===== config.mk =====
export PLATFORM = sky130hd
export DESIGN_NAME = bist_cmd_fifo
export DESIGN_NICKNAME = d
export VERILOG_FILES = /design/src/rtl/bist_pkg.sv /design/src/rtl/bist_fifo_mem.sv /design/src/rtl/bist_cmd_fifo.sv
export SDC_FILE = /design/constraint.sdc
export NUM_CORES = 1
export LEC_CHECK = 0
export ABC_AREA = 1
export BUFFER_PORTS_ARGS = -buffer_cell sky130_fd_sc_hd__buf_2
export CORE_MARGIN = 3
export CORE_UTILIZATION = 40
export CTS_BUF_LIST = sky130_fd_sc_hd__clkbuf_4 sky130_fd_sc_hd__clkbuf_8 sky130_fd_sc_hd__clkbuf_16
export CTS_CLUSTER_DIAMETER = 50
export DETAILED_ROUTE_END_ITERATION = 8
export SLEW_MARGIN = 20
export SYNTH_ARGS = -nofsm -noshare
export SYNTH_HDL_FRONTEND = slang
export SYNTH_SLANG_ARGS = --single-unit
export TNS_END_PERCENT = 1

===== constraint.sdc =====
create_clock -name clk -period 1.7 [get_ports clk]
set_input_delay 0.085 -clock clk [delete_from_list [all_inputs] [get_ports clk]]
set_output_delay 0.085 -clock clk [all_outputs]
set_load 0.02 [all_outputs]

===== src/rtl/bist_pkg.sv =====
// bist_pkg: shared definitions for the BIST command FIFO.
//   COM_W_DEF / DATA_W_DEF : default command and data field widths
//   com_lsb / com_msb      : bit positions of the command field inside a
//                            queued word; the data field occupies [DATA_W-1:0]
package bist_pkg;

   localparam int unsigned COM_W_DEF  = 8;
   localparam int unsigned DATA_W_DEF = 8;

   // Command field sits directly above the data field.
   function automatic int unsigned com_lsb(input int unsigned data_w);
      return data_w;
   endfunction

   function automatic int unsigned com_msb(input int unsigned com_w,
                                           input int unsigned data_w);
      return com_w + data_w - 1;
   endfunction

endpackage


===== src/rtl/bist_fifo_mem.sv =====
// bist_fifo_mem: register array with synchronous write, asynchronous read.
// No reset; contents are qualified by the owner's occupancy logic.
//   clk   : write clock
//   we    : write enable
//   waddr : write index
//   wdata : write word
//   raddr : read index
//   rdata : word at raddr (combinational)
module bist_fifo_mem #(
   parameter int unsigned W     = 16,
   parameter int unsigned DEPTH = 4,
   parameter int unsigned AW    = $clog2(DEPTH)
) (
   input  logic          clk,
   input  logic          we,
   input  logic [AW-1:0] waddr,
   input  logic [W-1:0]  wdata,
   input  logic [AW-1:0] raddr,
   output logic [W-1:0]  rdata
);

   logic [W-1:0] mem [DEPTH];

   always_ff @(posedge clk) begin
      if (we)
         mem[waddr] <= wdata;
   end

   assign rdata = mem[raddr];

endmodule


===== src/rtl/bist_cmd_fifo.sv =====
// bist_cmd_fifo: DEPTH-entry first-word-fall-through queue of BIST command
// words, split into command and data fields at the head.
//   clk            : clock
//   Bufer_res      : synchronous active-high reset
//   Bufer_write_en : push In
//   In             : {command, data}
//   Bufer_pop      : pop head entry
//   Out_com        : head command field, 0 when empty
//   Out_data       : head data field, 0 when empty
//   Out_valid      : head present
//   full / empty   : occupancy decodes
//   count          : occupancy 0..DEPTH
//   overflow       : sticky, a push was dropped while full
module bist_cmd_fifo
   import bist_pkg::*;
#(
   parameter int unsigned COM_W  = COM_W_DEF,
   parameter int unsigned DATA_W = DATA_W_DEF,
   parameter int unsigned DEPTH  = 4,
   parameter int unsigned CNT_W  = $clog2(DEPTH) + 1
) (
   input  logic                    clk,
   input  logic                    Bufer_res,
   input  logic                    Bufer_write_en,
   input  logic [COM_W+DATA_W-1:0] In,
   input  logic                    Bufer_pop,
   output logic [COM_W-1:0]        Out_com,
   output logic [DATA_W-1:0]       Out_data,
   output logic                    Out_valid,
   output logic                    full,
   output logic                    empty,
   output logic [CNT_W-1:0]        count,
   output logic                    overflow
);

   localparam int unsigned W     = COM_W + DATA_W;
   localparam int unsigned PTR_W = $clog2(DEPTH);
   localparam int unsigned C_LSB = com_lsb(DATA_W);
   localparam int unsigned C_MSB = com_msb(COM_W, DATA_W);

   // Declaration initialisers give power-up state equal to reset state.
   logic [PTR_W-1:0] rd_ptr   = '0;
   logic [PTR_W-1:0] wr_ptr   = '0;
   logic [CNT_W-1:0] cnt_q    = '0;
   logic             ovf_q    = 1'b0;

   logic             push_ok;
   logic             pop_ok;
   logic [W-1:0]     head;

   assign full  = (cnt_q == CNT_W'(DEPTH));
   assign empty = (cnt_q == '0);

   // A pop frees the slot a simultaneous push needs when full.
   assign push_ok = Bufer_write_en && (!full || Bufer_pop);
   assign pop_ok  = Bufer_pop && !empty;

   always_ff @(posedge clk) begin
      if (Bufer_res) begin
         rd_ptr <= '0;
         wr_ptr <= '0;
         cnt_q  <= '0;
         ovf_q  <= 1'b0;
      end else begin
         if (push_ok)
            wr_ptr <= wr_ptr + 1'b1;
         if (pop_ok)
            rd_ptr <= rd_ptr + 1'b1;
         case ({push_ok, pop_ok})
            2'b10:   cnt_q <= cnt_q + 1'b1;
            2'b01:   cnt_q <= cnt_q - 1'b1;
            default: cnt_q <= cnt_q;
         endcase
         if (Bufer_write_en && full && !Bufer_pop)
            ovf_q <= 1'b1;
      end
   end

   // Write is suppressed during reset so a reset cycle leaves storage untouched.
   bist_fifo_mem #(
      .W     (W),
      .DEPTH (DEPTH),
      .AW    (PTR_W)
   ) u_mem (
      .clk   (clk),
      .we    (push_ok && !Bufer_res),
      .waddr (wr_ptr),
      .wdata (In),
      .raddr (rd_ptr),
      .rdata (head)
   );

   assign Out_valid = !empty;
   assign Out_com   = empty ? '0 : head[C_MSB:C_LSB];
   assign Out_data  = empty ? '0 : head[DATA_W-1:0];
   assign count     = cnt_q;
   assign overflow  = ovf_q;

endmodule

==> metrics.cfg, run 1 <==
[timing]
min_period_ns=1.70
post-route-period-util_pct=100
setup_violations=0
tns_ns=0
hold_violations=0
setup_ws_ns=0.000742
clock_skew_ns=0.00453
fmax_mhz=588
worst_pin_slew_ns=0.299
slew_headroom_pct=80.0
finalMaxSlewViolations=0
grt_setup_unrepaired=yes

[pwr]
cellPowerDensity_nw_per_um2=1400
ir_drop_mv=0.818
p_leak_nw=1.49

[clocking]
cts_tree=yes
clock_latency_ns=0.33
clock_sinks=74
path_clk_slew_ns=0.07
clock_path_buffers=2
ctsRootBufferMaster=clkbuf_8
cts_max_level=3
cts_buffers=9

[yosys]
synth.distinct_cells=21
netlist_instances=268
syn_avg_cell_area_um2=11.5
ys_warn_count=0
syn_area_um2=3070
synth-seq-cells=74
seq_area_frac_synth_pct=69.1
syn_nets=294

[routing]
postRouteWirelength_mm=5.91
drt-vias-per-instance=4.57
wl_per_cell_um=13.3
drc=0
drt_iter0_drc=115
first_pass_iters=4
detail-route-antenna-nets=0
vias=2028

[job]
maxCapViolCount=0

[outcome]
run_status=finished clean

[worst_setup_path]
worstSetupStartpointType=flip-flop
startpoint=count[1]$_SDFFE_PP0P_
worstSetupEndpointType=flip-flop
arrival_ns=1.97
path_class=flip-flop to flip-flop
required_ns=1.97
critPathMaxFanout=3
reg2reg_from=count[1]$_SDFFE_PP0P_

[grt]
grt.total_usage_pct=14.7
gr-total-overflow=0
antenna_found_initial=0
grt_pass1_vias=1971
grt_max_degree=33
grt_pass1_wl_mm=9.60

[cells_and_area]
area_delta_synth_final_pct=25.2
nets=367
fill_cells=662
fin_util_pct=52.2
diodes=0
drive_above_1_share_pct=25.2
final_common_cell=nor2_1
most-common-layout-cells=74 x nor2_1, 64 x edfxtp_1, 38 x buf_2

[placement]
place_congestion=0.733
place_ws_ns=-0.0202
hpwl_mm=3.61
portBuffers=42

[die]
die_h_um=93.6
core_area_um2=7370
top_level_ports=43
dieArea_um2=8770
die_x_um=93.6
num_rows=31
start_util_pct=41.7

[worst_hold_path]
hold_start=Bufer_pop
hp-class=input port to flip-flop

==> through the flow <==
| step | power (W) | cell area (um2) | cells | hold slack [ns] |
|---|---|---|---|---|
| after CTS | 0.00534 | 3800 | 442 | 0.0437 |
| final | 0.00537 | 3840 | 444 | 0.0631 |
| after global routing | 0.00571 | 3840 | 444 | 0.0640 |
| after floorplan | 0.00346 | 3070 | 268 | 0.154 |
| after detailed placement | 0.00401 | 3440 | 410 | 0.286 |
| after global placement | 0.00399 | 3440 | 410 | 0.274 |
==> worst max-delay path, stage by stage (launching register included) <==
cell,delay [ns]
dfxtp_2,0.33
nor2_4,0.16
nand3_2,0.09
nand2_1,0.07
ha_2,0.18
inv_1,0.06
fa_2,0.34
nand2_1,0.09
nand3_2,0.09
nand2_1,0.07
nand2_1,0.04
nor2_1,0.10
==> repair_timing <==
action                                 4_1_cts  5_1_grt
hold buffers                                17        0
buffers inserted                             0        2
setup endpoints to repair                   17       12
pin swaps                                    1        3
resized for setup                            6       13
endpoints found under the hold margin       67        0
==> final cells by class <==
cell class / instances / area, um2 / area share (%)
well taps: 99 / 124 / 3.22
inverters: 22 / 90.1 / 2.34
repair buffers: 73 / 537 / 14.0
flip-flops and latches: 74 / 2130 / 55.4
clock inverters: 6 / 57.6 / 1.50
multi-input cells: 161 / 783 / 20.4
clock buffers: 9 / 124 / 3.22
==> cell usage after synthesis <==
master / instances / area share [%]
buf_6: 6 / 2.2
fa_1: 1 / 0.65
o21ai_0: 24 / 3.9
o21ai_1: 10 / 1.6
nand3_1: 6 / 0.98
inv_2: 3 / 0.37
nand2_4: 1 / 0.37
nand3_2: 1 / 0.33
buf_4: 2 / 0.49
nand2_1: 13 / 1.6
dfxtp_1: 10 / 6.5
nand4_1: 1 / 0.20
nor2_4: 1 / 0.37
nor2_1: 75 / 9.2
buf_2: 3 / 0.49
ha_1: 5 / 2.0
inv_1: 18 / 2.2
a21oi_1: 22 / 3.6
edfxtp_1: 64 / 63
inv_4: 1 / 0.20
nor3_1: 1 / 0.16
==> per-layer routing <==
layer,global-route usage [%],routed length (um),vias to the layer above
met5,0,0,-
li1,-,-,1060
met3,3.14,161,7
met4,7.22,98,0
met2,25.3,3060,29
met1,17.5,2590,932
==> registers in the layout (all words and copies together) (netlist names), named ones only <==
signal and flops:
count 3, overflow 1, rd_ptr 2, u_mem.mem 64, wr_ptr 2
==> where the power goes <==
group          switching, W  internal [W]
logic               0.00124      0.000688
clock network      0.000598      0.000662
registers         0.0000825       0.00210
==> worst paths after layout <==
path | cells past startpoint | slack, ns | endpoint
max | 11 | 0.0007 | count[2]$_SDFFE_PP0P_
min reg2reg | 2 | 0.46 | overflow$_SDFFE_PP0P_
min | 3 | 0.06 | flip-flop
max reg2reg | 11 | 0.0007 | count[2]$_SDFFE_PP0P_
==> kinds of logic (layout without fill, tap and decap cells) <==
| family | after synthesis | in the layout | synth area share [%] |
|---|---|---|---|
| and+or+nand+nor | 99 | 99 | 13.2 |
| DFF | 74 | 74 | 69.1 |
| AOI/OAI and AO/OA | 56 | 56 | 9.12 |
| buffers and inverters | 33 | 110 | 5.95 |
| adders and majority gates | 6 | 6 | 2.69 |
Power figures use the tool's default switching activity.
==> run 2: changes to the inputs <==
--- a/config.mk
+++ b/config.mk
@@ -7,7 +7,7 @@
 export LEC_CHECK = 0
 export ABC_AREA = 1
 export BUFFER_PORTS_ARGS = -buffer_cell sky130_fd_sc_hd__buf_2
-export CORE_MARGIN = 3
+export CORE_ASPECT_RATIO = 0.6
 export CORE_UTILIZATION = 40
 export CTS_BUF_LIST = sky130_fd_sc_hd__clkbuf_4 sky130_fd_sc_hd__clkbuf_8 sky130_fd_sc_hd__clkbuf_16
 export CTS_CLUSTER_DIAMETER = 50
==> run 2 against run 1 <==
  * Power increased by 9.1%
  * Non-clock buffer count increased by 1
  * Global-route usage increased by 2.6 points
  * Wire length increased by 4.0%
  * Sequential share of layout area decreased by 1.7 points
  * Utilization increased by 1.8 points
  * Critical path depth increased by 1
  * Final cell count increased by 1.1%
  * Clock skew about the same
==> metrics.cfg, run 2 (synthesis gave the netlist of run 1 again) <==
[outcome]
run_status=finished clean

[cells_and_area]
final_common_cell=nor2_1
fin_util_pct=54.0  ; +1.8 points
drive_above_1_share_pct=25.2  ; unchanged
multiInputGateArea_um2=787  ; +0.48%
most-common-layout-cells=75 x nor2_1, 64 x edfxtp_1, 42 x buf_2
nets=368  ; +0.27%
largest_register_ffs=64  ; unchanged
area_delta_synth_final_pct=29.3
diodes=0  ; unchanged
largest_register=u_mem.mem
fill_cells=649  ; -2.0%
ff_latch_area_um2=2130  ; about the same

[worst_setup_path]
path_class=flip-flop to flip-flop
worstSetupStartpointType=flip-flop
critPathMaxFanout=4  ; +1
worstSetupEndpointType=flip-flop
required_ns=1.92  ; -0.05 ns
arrival_ns=1.89  ; -0.08 ns

[timing]
slew_headroom_pct=85.7  ; +5.6 points
clock_skew_ns=0.00423  ; -0.000307 ns
fmax_mhz=600  ; +2.0%
grt_setup_unrepaired=yes
hold_violations=0  ; unchanged
finalMaxSlewViolations=0  ; unchanged
tns_ns=0  ; unchanged
setup_violations=0  ; unchanged
post-route-period-util_pct=98.0  ; -1.9 points
min_period_ns=1.67  ; -0.0330 ns
timing.hold.ws_ns=0.0746  ; +0.0115 ns
setup_ws_ns=0.0338  ; +0.0330 ns
worst_pin_slew_ns=0.215  ; -0.0845 ns

[routing]
vias=2037  ; +0.44%
drt-vias-per-instance=4.54  ; -0.67%
postRouteWirelength_mm=6.14  ; +4.0%
drc=0  ; unchanged
first_pass_iters=4  ; unchanged
wl_per_cell_um=13.7  ; +2.9%
detail-route-antenna-nets=0  ; unchanged
drt_iter0_drc=185  ; +61%

[placement]
hpwl_mm=3.89  ; +7.8%
place_ws_ns=-0.0177  ; +0.00253 ns
place_congestion=0.758  ; +3.5%
portBuffers=42  ; unchanged

[grt]
grt_max_degree=27  ; -18%
grt.total_usage_pct=17.4  ; +2.6 points
gr-total-overflow=0  ; unchanged
antenna_found_initial=0  ; unchanged
grt_pass1_vias=2076  ; +5.3%
grt_pass1_wl_mm=10.1  ; +5.6%

[clocking]
ctsRootBufferMaster=clkbuf_16
cts_max_level=3  ; unchanged
cts_buffers=9  ; unchanged
path_clk_slew_ns=0.05  ; -0.02 ns
clock_latency_ns=0.33  ; about the same
cts_tree=yes
clock_sinks=74  ; unchanged
clock_path_buffers=2  ; unchanged

[pwr]
p_sw_share_pct=33.6  ; -2.2 points
clock_power_share_pct=30.0  ; +6.5 points
p_switching_w=0.00197  ; +2.4%
cellPowerDensity_nw_per_um2=1470  ; +5.6%
internal-power_w=0.00389  ; +13%
ir_drop_mv=0.662  ; -19%
seq_power_share_pct=37.4  ; -3.2 points
p_leak_nw=1.54  ; +3.5%
combPwrFrac_pct=32.7  ; -3.2 points

[die]
core_area_um2=7360  ; -0.17%
num_rows=24  ; -23%
die_h_um=69.9  ; -25%
die_x_um=115  ; +23%
start_util_pct=41.8  ; +0.071 points
dieArea_um2=8050  ; -8.2%
top_level_ports=43  ; unchanged

[worst_hold_path]
hp-class=input port to flip-flop

[job]
maxCapViolCount=0  ; unchanged

## run 2: final timing paths
path	cells past startpoint	from	slack (ns)	to
setup reg to reg	12	count[0]$_SDFFE_PP0P_	0.03	count[2]$_SDFFE_PP0P_
hold reg to reg	2	overflow$_SDFFE_PP0P_	0.46	overflow$_SDFFE_PP0P_
setup / recovery	12	count[0]$_SDFFE_PP0P_	0.03	count[2]$_SDFFE_PP0P_
hold / removal	3	Bufer_pop	0.07	flip-flop
## run 2: worst max-delay path, cell delays in order (launching register included)
cell	delay (ns)
dfxtp_4	0.35
nor2_4	0.14
nand3_2	0.11
nand2_2	0.09
ha_4	0.14
inv_2	0.05
fa_2	0.37
inv_1	0.06
nand2_1	0.04
nand3_1	0.08
nand2_1	0.05
nand2_1	0.05
nor2_1	0.03
## run 2: per-stage QoR
stage	power, W	cells	area, um2
global route	0.00620	449	3970
floorplan	0.00346	268	3070
global placement	0.00402	417	3480
detailed placement	0.00404	417	3480
CTS	0.00586	448	3930
finish	0.00586	449	3970
## run 2: power groups by stage
| stage | Sequential, W | Combinational (W) | Clock, W |
|---|---|---|---|
| after global routing | 0.00220 | 0.00212 | 0.00187 |
| after floorplan | 0.00223 | 0.00123 | 0 |
| final | 0.00219 | 0.00191 | 0.00176 |
| after global placement | 0.00221 | 0.00181 | 0 |
| after detailed placement | 0.00221 | 0.00183 | 0 |
| after CTS | 0.00218 | 0.00189 | 0.00180 |
## run 2: cell type report
type,count,share of cell area [%]
Clock buffer,9,5.67
Clock inverter,5,1.20
Inverter,22,2.21
Multi-Input combinational cell,161,19.8
Sequential cell,74,53.7
Tap cell,104,3.28
Timing Repair Buffer,74,14.2
## run 2: metal layers
metal	routed length (um)	GRT usage, %
met3	292	6.42
met5	0	0
met1	3070	22.9
met4	36	6.49
met2	2750	26.2
## run 2: timing repair
action                                 CTS  global route
endpoints found under the hold margin   67             0
hold buffers                            17             0
buffers inserted                         0             1
pin swaps                                1             4
setup endpoints to repair                4            13
gates resized for setup                  5            11
==> run 3: changes to the inputs <==
--- a/config.mk
+++ b/config.mk
@@ -12,6 +12,7 @@
 export CTS_BUF_LIST = sky130_fd_sc_hd__clkbuf_4 sky130_fd_sc_hd__clkbuf_8 sky130_fd_sc_hd__clkbuf_16
 export CTS_CLUSTER_DIAMETER = 50
 export DETAILED_ROUTE_END_ITERATION = 8
+export PLACE_DENSITY = 0.62
 export SLEW_MARGIN = 20
 export SYNTH_ARGS = -nofsm -noshare
 export SYNTH_HDL_FRONTEND = slang
==> run 3 against run 2 <==
  * Utilization decreased by 0.41 points
  * Flip-flop and latch count did not move
  * Clock power decreased by 7%
  * Critical endpoint unchanged
==> metrics.cfg, run 3 (synthesis gave the netlist of run 1 again) <==
[job]
maxCapViolCount=0  ; unchanged

[routing]
detail-route-antenna-nets=0  ; unchanged
vias=2119  ; +4.0%
drc=0  ; unchanged
wl_per_cell_um=13.5  ; -1.7%
first_pass_iters=4  ; unchanged
drt-vias-per-instance=4.66  ; +2.7%
postRouteWirelength_mm=6.12  ; -0.36%
drt_iter0_drc=178  ; -3.8%

[grt]
grt_pass1_wl_mm=10.1  ; -0.75%
grt_pass1_vias=2118  ; +2.0%
antenna_found_initial=0  ; unchanged
grt_max_degree=27  ; unchanged
gr-total-overflow=0  ; unchanged
grt.total_usage_pct=17.3  ; -0.093 points

[timing]
grt_setup_unrepaired=yes
setup_violations=0  ; unchanged
clock_skew_ns=0.00396  ; -0.000266 ns
slew_headroom_pct=82.7  ; -3.0 points
post-route-period-util_pct=96.5  ; -1.5 points
hold_violations=0  ; unchanged
worst_pin_slew_ns=0.259  ; +0.0438 ns
fmax_mhz=610  ; +1.6%
setup_ws_ns=0.0597  ; +0.0260 ns
finalMaxSlewViolations=0  ; unchanged
min_period_ns=1.64  ; -0.0260 ns

[clocking]
ctsRootBufferMaster=clkbuf_16
cts_buffers=9  ; unchanged
path_clk_slew_ns=0.05  ; about the same
cts_tree=yes
cts_max_level=3  ; unchanged
clock_sinks=74  ; unchanged
clock_path_buffers=2  ; unchanged
clock_latency_ns=0.33  ; about the same

[worst_setup_path]
reg2reg_from=count[0]$_SDFFE_PP0P_
path_class=flip-flop to flip-flop
required_ns=1.93  ; about the same
r2r_slack_ns=0.06  ; +0.03 ns
worstSetupStartpointType=flip-flop
worstSetupEndpointType=flip-flop
arrival_ns=1.87  ; -0.02 ns
setup.worst_path.end=count[2]$_SDFFE_PP0P_
reg2reg_to=count[2]$_SDFFE_PP0P_
startpoint=count[0]$_SDFFE_PP0P_
ff2ff_path_depth=12  ; unchanged
critPathMaxFanout=4  ; unchanged

[cells_and_area]
final_common_cell=nor2_1
largest_register_ffs=64  ; unchanged
design_area_um2=3940  ; -0.76%
diodes=0  ; unchanged
drive_above_1_share_pct=25.9  ; +0.71 points
largest_register=u_mem.mem
most-common-layout-cells=75 x nor2_1, 64 x edfxtp_1, 42 x buf_2
area_delta_synth_final_pct=28.3
nets=373  ; +1.4%

[die]
num_rows=24  ; unchanged
start_util_pct=41.8  ; unchanged
die_x_um=115  ; unchanged
top_level_ports=43  ; unchanged
dieArea_um2=8050  ; unchanged
core_area_um2=7360  ; unchanged
die_h_um=69.9  ; unchanged

[pwr]
cellPowerDensity_nw_per_um2=1450  ; -1.7%
ir_drop_mv=0.621  ; -6.2%
p_leak_nw=1.56  ; +0.97%

[placement]
hpwl_mm=3.86  ; -0.75%
place_ws_ns=-0.0223  ; -0.00461 ns
place_congestion=0.790  ; +4.2%
portBuffers=42  ; unchanged
placed_area_um2=3470  ; -0.36%

[worst_hold_path]
hp-class=input port to flip-flop
hold_depth=3  ; unchanged

[outcome]
run_status=finished clean

run 3: cell types whose count changed in the layout (fill, tap and decap cells not counted), sizes merged:
cell and change:
buf +5, clkbuf +2, bufinv -1
run 3: worst min path at each step:
stage	endpoint	slack, ns	startpoint
floorplan	overflow$_SDFFE_PP0P_	0.15	Bufer_res
global placement	overflow$_SDFFE_PP0P_	0.27	Bufer_res
detailed placement	overflow$_SDFFE_PP0P_	0.28	Bufer_res
CTS	rd_ptr[1]$_SDFFE_PP0N_	0.07	Bufer_pop
global route	rd_ptr[1]$_SDFFE_PP0N_	0.09	Bufer_pop
finish	rd_ptr[1]$_SDFFE_PP0N_	0.08	Bufer_pop
run 3: metal layers:
| layer | global-route usage [%] | routed length, um | vias up |
|---|---|---|---|
| met3 | 7.38 | 289 | 6 |
| met5 | 0 | 0 | - |
| li1 | - | - | 1071 |
| met4 | 5.19 | 55 | 0 |
| met2 | 25.8 | 2830 | 46 |
| met1 | 22.8 | 2940 | 996 |
run 3: what timing repair did:
action / 4_1_cts / 5_1_grt
cloned: 0 / 0
hold endpoints to repair: 67 / 0
resized for setup: 4 / 9
endpoints found under the setup margin: 14 / 17
hold buffers: 17 / 0
pin swaps: 0 / 3
buffers inserted: 0 / 1
run 3: area by class of cell:
type	instances	area, um2
clock inverters	4	20.0
inverters	22	90.1
multi-input cells	161	777
well taps	104	130
flip-flops and latches	74	2130
clock buffers	11	240
repair buffers	79	556
fillers	651	3420
run 3: critical path, stage by stage, from the launching register on:
cell and delay [ns]:
dfxtp_4 0.35, nor2_4 0.16, nand3_2 0.09, nand2_1 0.07, ha_2 0.18, inv_2 0.04, fa_2 0.33, inv_1 0.06
nand2_1 0.05, nand3_2 0.06, nand2_1 0.05, nand2_1 0.05, nor2_1 0.04
run 3: power by group:
group	internal [W]	switching (W)
Clock	0.000998	0.000639
Combinational	0.000659	0.00124
Sequential	0.00210	0.0000805
run 3: metrics by stage:
stage | std cells | total power (W) | TNS (ns) | hold WS, ns | util, %
finish | 455 | 0.00572 | 0 | 0.0809 | 53.6
global route | 455 | 0.00606 | -0.0577 | 0.0941 | 53.6
CTS | 454 | 0.00573 | -0.00166 | 0.0695 | 53.1
detailed placement | 422 | 0.00403 | -0.0223 | 0.285 | 47.2
global placement | 422 | 0.00401 | 0 | 0.275 | 47.2
floorplan | 268 | 0.00346 | -15.40 | 0.154 | -
